<file path="src/rtl/reg_wb_arbiter_if.sv">
// Write-back arbiter bus: requester handshake plus register-file strobe/data.
// slave = arbiter side, master = requester / register-file side.
interface reg_wb_arbiter_if #(
    parameter int N_REQ = 4,
    parameter int WORD  = 32,
    parameter int RADDR = 5
);
    localparam int SRC_W = $clog2(N_REQ);

    logic [N_REQ-1:0]       req_valid_i;
    logic [N_REQ*RADDR-1:0] req_addr_i;
    logic [N_REQ*WORD-1:0]  req_data_i;
    logic [N_REQ-1:0]       req_ready_o;
    logic                   wb_stall_i;
    logic [2**RADDR-1:0]    wb_o;
    logic [WORD-1:0]        wb_data_o;
    logic [SRC_W-1:0]       wb_src_o;

    modport slave (
        input  req_valid_i, req_addr_i, req_data_i, wb_stall_i,
        output req_ready_o, wb_o, wb_data_o, wb_src_o
    );

    modport master (
        output req_valid_i, req_addr_i, req_data_i, wb_stall_i,
        input  req_ready_o, wb_o, wb_data_o, wb_src_o
    );
endinterface

</file>
<file path="src/rtl/reg_wb_arbiter.sv">
// Round-robin write-back arbiter: one registered write per cycle, one-hot strobe.
// Optional WB_ZERO_SKIP_EN: accept writes to register 0 but never strobe them.
module reg_wb_arbiter #(
    parameter int N_REQ = 4,
    parameter int WORD  = 32,
    parameter int RADDR = 5
) (
    input logic            clk,
    input logic            rst,
    reg_wb_arbiter_if.slave bus
);
    localparam int SRC_W = $clog2(N_REQ);
    localparam logic [SRC_W:0]   NREQ_W = (SRC_W+1)'(N_REQ);
    localparam logic [SRC_W-1:0] LAST   = SRC_W'(N_REQ - 1);

    logic [RADDR-1:0] addr_arr [N_REQ];
    logic [WORD-1:0]  data_arr [N_REQ];

    for (genvar k = 0; k < N_REQ; k++) begin : g_unpack
        assign addr_arr[k] = bus.req_addr_i[k*RADDR +: RADDR];
        assign data_arr[k] = bus.req_data_i[k*WORD +: WORD];
    end

    logic [SRC_W-1:0] rr_q, rr_d;
    logic             out_valid_q, out_valid_d;
    logic [RADDR-1:0] out_addr_q, out_addr_d;
    logic [WORD-1:0]  out_data_q, out_data_d;
    logic [SRC_W-1:0] out_src_q, out_src_d;

    logic             grant_any;
    logic [SRC_W-1:0] grant_idx;
    logic [SRC_W:0]   cand;
    logic [N_REQ-1:0] ready;
    logic [2**RADDR-1:0] wb;

    // Scan from rr_q upward with modulo wrap; the extra bit avoids overflow for any N_REQ.
    always_comb begin
        grant_any = 1'b0;
        grant_idx = '0;
        cand      = '0;
        ready     = '0;
        if (!rst && !bus.wb_stall_i) begin
            for (int unsigned i = 0; i < N_REQ; i++) begin
                cand = {1'b0, rr_q} + (SRC_W+1)'(i);
                if (cand >= NREQ_W) cand = cand - NREQ_W;
                if (!grant_any && bus.req_valid_i[cand[SRC_W-1:0]]) begin
                    grant_any = 1'b1;
                    grant_idx = cand[SRC_W-1:0];
                end
            end
            if (grant_any) ready[grant_idx] = 1'b1;
        end
    end

    always_comb begin
        rr_d        = rr_q;
        out_valid_d = out_valid_q;
        out_addr_d  = out_addr_q;
        out_data_d  = out_data_q;
        out_src_d   = out_src_q;
        if (!bus.wb_stall_i) begin
            out_valid_d = 1'b0;
            if (grant_any) begin
`ifdef WB_ZERO_SKIP_EN
                out_valid_d = (addr_arr[grant_idx] != '0);
`else
                out_valid_d = 1'b1;
`endif
                out_addr_d = addr_arr[grant_idx];
                out_data_d = data_arr[grant_idx];
                out_src_d  = grant_idx;
                rr_d       = (grant_idx == LAST) ? '0 : grant_idx + SRC_W'(1);
            end
        end
    end

    always_ff @(posedge clk) begin
        if (rst) begin
            rr_q        <= '0;
            out_valid_q <= 1'b0;
            out_addr_q  <= '0;
            out_data_q  <= '0;
            out_src_q   <= '0;
        end else begin
            rr_q        <= rr_d;
            out_valid_q <= out_valid_d;
            out_addr_q  <= out_addr_d;
            out_data_q  <= out_data_d;
            out_src_q   <= out_src_d;
        end
    end

    always_comb begin
        wb = '0;
        if (out_valid_q) wb[out_addr_q] = 1'b1;
    end

    assign bus.req_ready_o = ready;
    assign bus.wb_o        = wb;
    assign bus.wb_data_o   = out_data_q;
    assign bus.wb_src_o    = out_src_q;
endmodule

</file>
<file path="src/flat_wrapper.sv">
// flat-port wrapper written by rule: the top's interface ports become plain ports
module reg_wb_arbiter_flat 
#(
    parameter int N_REQ = 4,
    parameter int WORD  = 32,
    parameter int RADDR = 5
)
  (clk, rst, bus_req_valid_i, bus_req_addr_i, bus_req_data_i, bus_wb_stall_i, bus_req_ready_o, bus_wb_o, bus_wb_data_o, bus_wb_src_o);
  reg_wb_arbiter_if #(.N_REQ(N_REQ), .WORD(WORD), .RADDR(RADDR)) bus_i ();
  input logic clk;
  input logic rst;
  input wire logic [$bits(bus_i.req_valid_i)-1:0] bus_req_valid_i;
  input wire logic [$bits(bus_i.req_addr_i)-1:0] bus_req_addr_i;
  input wire logic [$bits(bus_i.req_data_i)-1:0] bus_req_data_i;
  input wire logic [$bits(bus_i.wb_stall_i)-1:0] bus_wb_stall_i;
  output wire logic [$bits(bus_i.req_ready_o)-1:0] bus_req_ready_o;
  output wire logic [$bits(bus_i.wb_o)-1:0] bus_wb_o;
  output wire logic [$bits(bus_i.wb_data_o)-1:0] bus_wb_data_o;
  output wire logic [$bits(bus_i.wb_src_o)-1:0] bus_wb_src_o;
  assign bus_i.req_valid_i = bus_req_valid_i;
  assign bus_i.req_addr_i = bus_req_addr_i;
  assign bus_i.req_data_i = bus_req_data_i;
  assign bus_i.wb_stall_i = bus_wb_stall_i;
  assign bus_req_ready_o = bus_i.req_ready_o;
  assign bus_wb_o = bus_i.wb_o;
  assign bus_wb_data_o = bus_i.wb_data_o;
  assign bus_wb_src_o = bus_i.wb_src_o;
  reg_wb_arbiter #(.N_REQ(N_REQ), .WORD(WORD), .RADDR(RADDR)) u_core (.clk(clk), .rst(rst), .bus(bus_i));
endmodule
</file>
<file path="config.mk">
export PLATFORM = sky130hd
export DESIGN_NAME = reg_wb_arbiter_flat
export DESIGN_NICKNAME = d
export VERILOG_FILES = /design/src/rtl/reg_wb_arbiter_if.sv /design/src/rtl/reg_wb_arbiter.sv /design/src/flat_wrapper.sv
export SDC_FILE = /design/constraint.sdc
export NUM_CORES = 1
export LEC_CHECK = 0
export ABC_AREA = 1
export CORE_MARGIN = 5
export CORE_UTILIZATION = 40
export CTS_CLUSTER_SIZE = 40
export DETAILED_ROUTE_END_ITERATION = 12
export PLACE_DENSITY = 0.83
export SLEW_MARGIN = 20
export SYNTH_ARGS = -nofsm -noshare
export SYNTH_HDL_FRONTEND = slang
export SYNTH_SLANG_ARGS = --single-unit
export TNS_END_PERCENT = 50
</file>
<file path="constraint.sdc">
create_clock -name clk -period 2.4 [get_ports clk]
set_clock_uncertainty 0.15 [all_clocks]
set_input_delay 0.48 -clock clk [delete_from_list [all_inputs] [get_ports clk]]
set_output_delay 0.48 -clock clk [all_outputs]
set_load 0.01 [all_outputs]
</file>
==> metrics.txt <==
fin crit share=1.04; DIE AREA=12300 sq um; crit path kind=register to output pin; clock tree buffer depth=2; post-synthesis sequential area ratio=0.206; 1st-pass router iterations=5; CTS Root Cell=clkbuf_8; wire per inst=14.6 microns; # DRC=0; fillers=875; core area=9860 sq um; HP Start=u_core.bus.wb_src_o[1]; ANT nets after route=0; Setup WS post-layout=-0.0932 ns; # IOs=225; FF+latch count, synth=42; Sequential cell area=848 sq um; critical path endpoint category=output pin; Mapped Area=4080 sq um; slew margin rel.=0.626; Cell Chain, Critical Path=buf_6 -> nand2_2 -> nand2_2 -> nand2_2 -> nand2_2 -> nor2_4 -> nand3_2 -> nand2_4 -> buf_6 -> nand3_4 -> nor2_1 -> buf_2; pin count of the biggest net entering global routing=73; RSZ-0062 raised after global routing=yes; Clock Latency Late Sink=0.28 ns; Final min period=2.49 ns; Die X-Extent=111 microns; Port-buffer cells=224; slowest cell on the critical path=dfxtp_4; Pleak=3.61 nW; Ys Warns=0; dpl hpwl=11000 microns; commonest non-fill, non-tap cell in the layout=clkdlybuf4s50_1; highest metal used=met4; wl on met1=6260 microns; Worst Path Max Fanout=5; worst vdd ir=480 uV; Crit path top cell by count=nand2_2; routability cong.=0.872; TritonCTS buffer count=5; CP arrival=1.86 ns; synth unique cells=21; vias per cell=4.92; placed insts=1110; failing checks=negative setup slack; CTS tree=done; Avg Inst Size Synth=5.25 sq um; Final #Nets=1146; status=complete, but fails checks; Reg clk slew, reported paths=0.08 ns; most frequent cells in the layout=clkdlybuf4s50_1 (216), inv_1 (194), nand2_1 (191); power per standard cell area=613 nW/um^2; Buf/Inv on CP=3; first-pass GRT wire length=25100 microns; 1st-iter DRT viols=308; hold buffer count at cts=0; met3 WL post-DR=1860 microns; FP Rows=36; ratio of cells with drive above 1 in the final layout=0.102; Die H=111 microns; multi-input logic area=2420 sq um; Tightest Hold Check Type=register to register; final hold viol count=0; GR Util All Layers=0.244; top cell family by delay on the critical path=simple AND/OR/NAND/NOR gates; CTS sink cnt=42; drt total wl=16500 microns; Worst-Margin Slew=0.562 ns; vias in the first global route=5078; via count=5538; R2R Path Start=u_core.rr_q[0]; area grow syn2layout=67.7%; Power, Total=4.20 mW; DR WL met2=7980 microns; Post-Synthesis Cells=778; Non-Filler Instances=1126; Req. time, crit path=1.77 ns; Initial Util=0.414; max incr delay on CP=0.38 ns; Post-Syn Nets=933; max_cap viols=0; Finish-stage setup viols=4; Core Util, Final=0.694; Slew Viols, Final=0; total grt overflow=0; critical path launch point type=register; fmax=401 MHz; H-tree levels=2; initial antenna violation count=0; first element of the critical path=u_core.rr_q[0]
cell type report:
class / instances / area share
antenna: 1 / 0.000366
tap: 133 / 0.0243
clock buffer: 7 / 0.0126
timing repair buffer: 257 / 0.371
sequential: 42 / 0.124
inverter: 203 / 0.112
multi-input combinational: 482 / 0.354
clock inverter: 1 / 0.000731
synthesized netlist by cell type:
| library cell | count | area [sq um] |
|---|---|---|
| a21boi_1 | 1 | 7.51 |
| a21oi_1 | 4 | 20.0 |
| buf_1 | 1 | 3.75 |
| buf_2 | 19 | 95.1 |
| buf_4 | 11 | 82.6 |
| buf_6 | 1 | 11.3 |
| clkbuf_1 | 20 | 75.1 |
| dfxtp_1 | 42 | 841 |
| inv_1 | 199 | 747 |
| inv_2 | 4 | 15.0 |
| nand2_1 | 216 | 811 |
| nand2_2 | 3 | 18.8 |
| nand3_1 | 130 | 651 |
| nand3b_1 | 1 | 7.51 |
| nand4_1 | 74 | 463 |
| nor2_1 | 40 | 150 |
| nor2_2 | 2 | 12.5 |
| nor2_4 | 1 | 11.3 |
| nor2_8 | 1 | 20.0 |
| o21ai_0 | 6 | 30.0 |
| o21ai_1 | 2 | 10.0 |
metal layers:
layer  global-route usage  up-vias
li1                     -     2812
met1                0.282     2406
met2                0.427      290
met3               0.0824       30
met4               0.0754        0
met5                    0        -
sequential cells by signal (all words and copies together) (netlist names):
| signal | flops |
|---|---|
| u_core.out_valid_q | 1 |
| u_core.out_addr_q | 5 |
| u_core.bus.wb_data_o | 32 |
| u_core.bus.wb_src_o | 2 |
| u_core.rr_q | 2 |
through the flow:
stage / setup TNS, ns / instance area [sq um] / worst slack [ns] / hold slack (ns)
after floorplan: 0 / 4080 / 0.202 / 0.338
after global placement: -19.81 / 6450 / -0.675 / 0.302
after detailed placement: -22.95 / 6450 / -0.747 / 0.306
after CTS: -0.131 / 6630 / -0.0314 / 0.318
after global routing: -2.87 / 6840 / -0.167 / 0.351
final: -0.332 / 6850 / -0.0932 / 0.322
worst reg2reg max path, cell delays in order, from the launching register on:
cell and delay [ns]:
dfxtp_4 0.38, buf_6 0.14, nand2_2 0.06, nand2_2 0.06
nand2_2 0.10, nand2_2 0.08, nor2_4 0.16, nand3b_1 0.13
nand2_2 0.09, buf_4 0.18, buf_4 0.41, o21ai_0 0.18
nand2_1 0.10, inv_1 0.03
final timing paths:
check | endpoint | depth (start not counted) | slack (ns)
max | bus_req_ready_o[3] | 12 | -0.09
min | u_core.bus.wb_src_o[1] | 2 | 0.32
max reg2reg | u_core.out_addr_q[4] | 13 | 0.05
min reg2reg | u_core.bus.wb_src_o[1] | 2 | 0.32
logic make-up after synthesis:
| logic type | Yosys count | synth area share |
|---|---|---|
| AO/OA/AOI/OAI | 13 | 0.0166 |
| buffers and inverters | 255 | 0.252 |
| flip-flops | 42 | 0.206 |
| AND/OR/NAND/NOR | 468 | 0.525 |
power by group:
group / internal, mW / total [mW] / switching, mW
combinational: 1.14 / 2.77 / 1.63
sequential: 0.851 / 0.950 / 0.0986
clock: 0.232 / 0.476 / 0.243
what timing repair did:
action / CTS / global route
pin swaps: 21 / 17
setup buffers: 0 / 5
resized for setup: 54 / 37
cloned: 2 / 0
setup endpoints to repair: 41 / 67
endpoints found under the hold margin: 0 / 0
No activity file was read; power rests on OpenSTA's default activity.
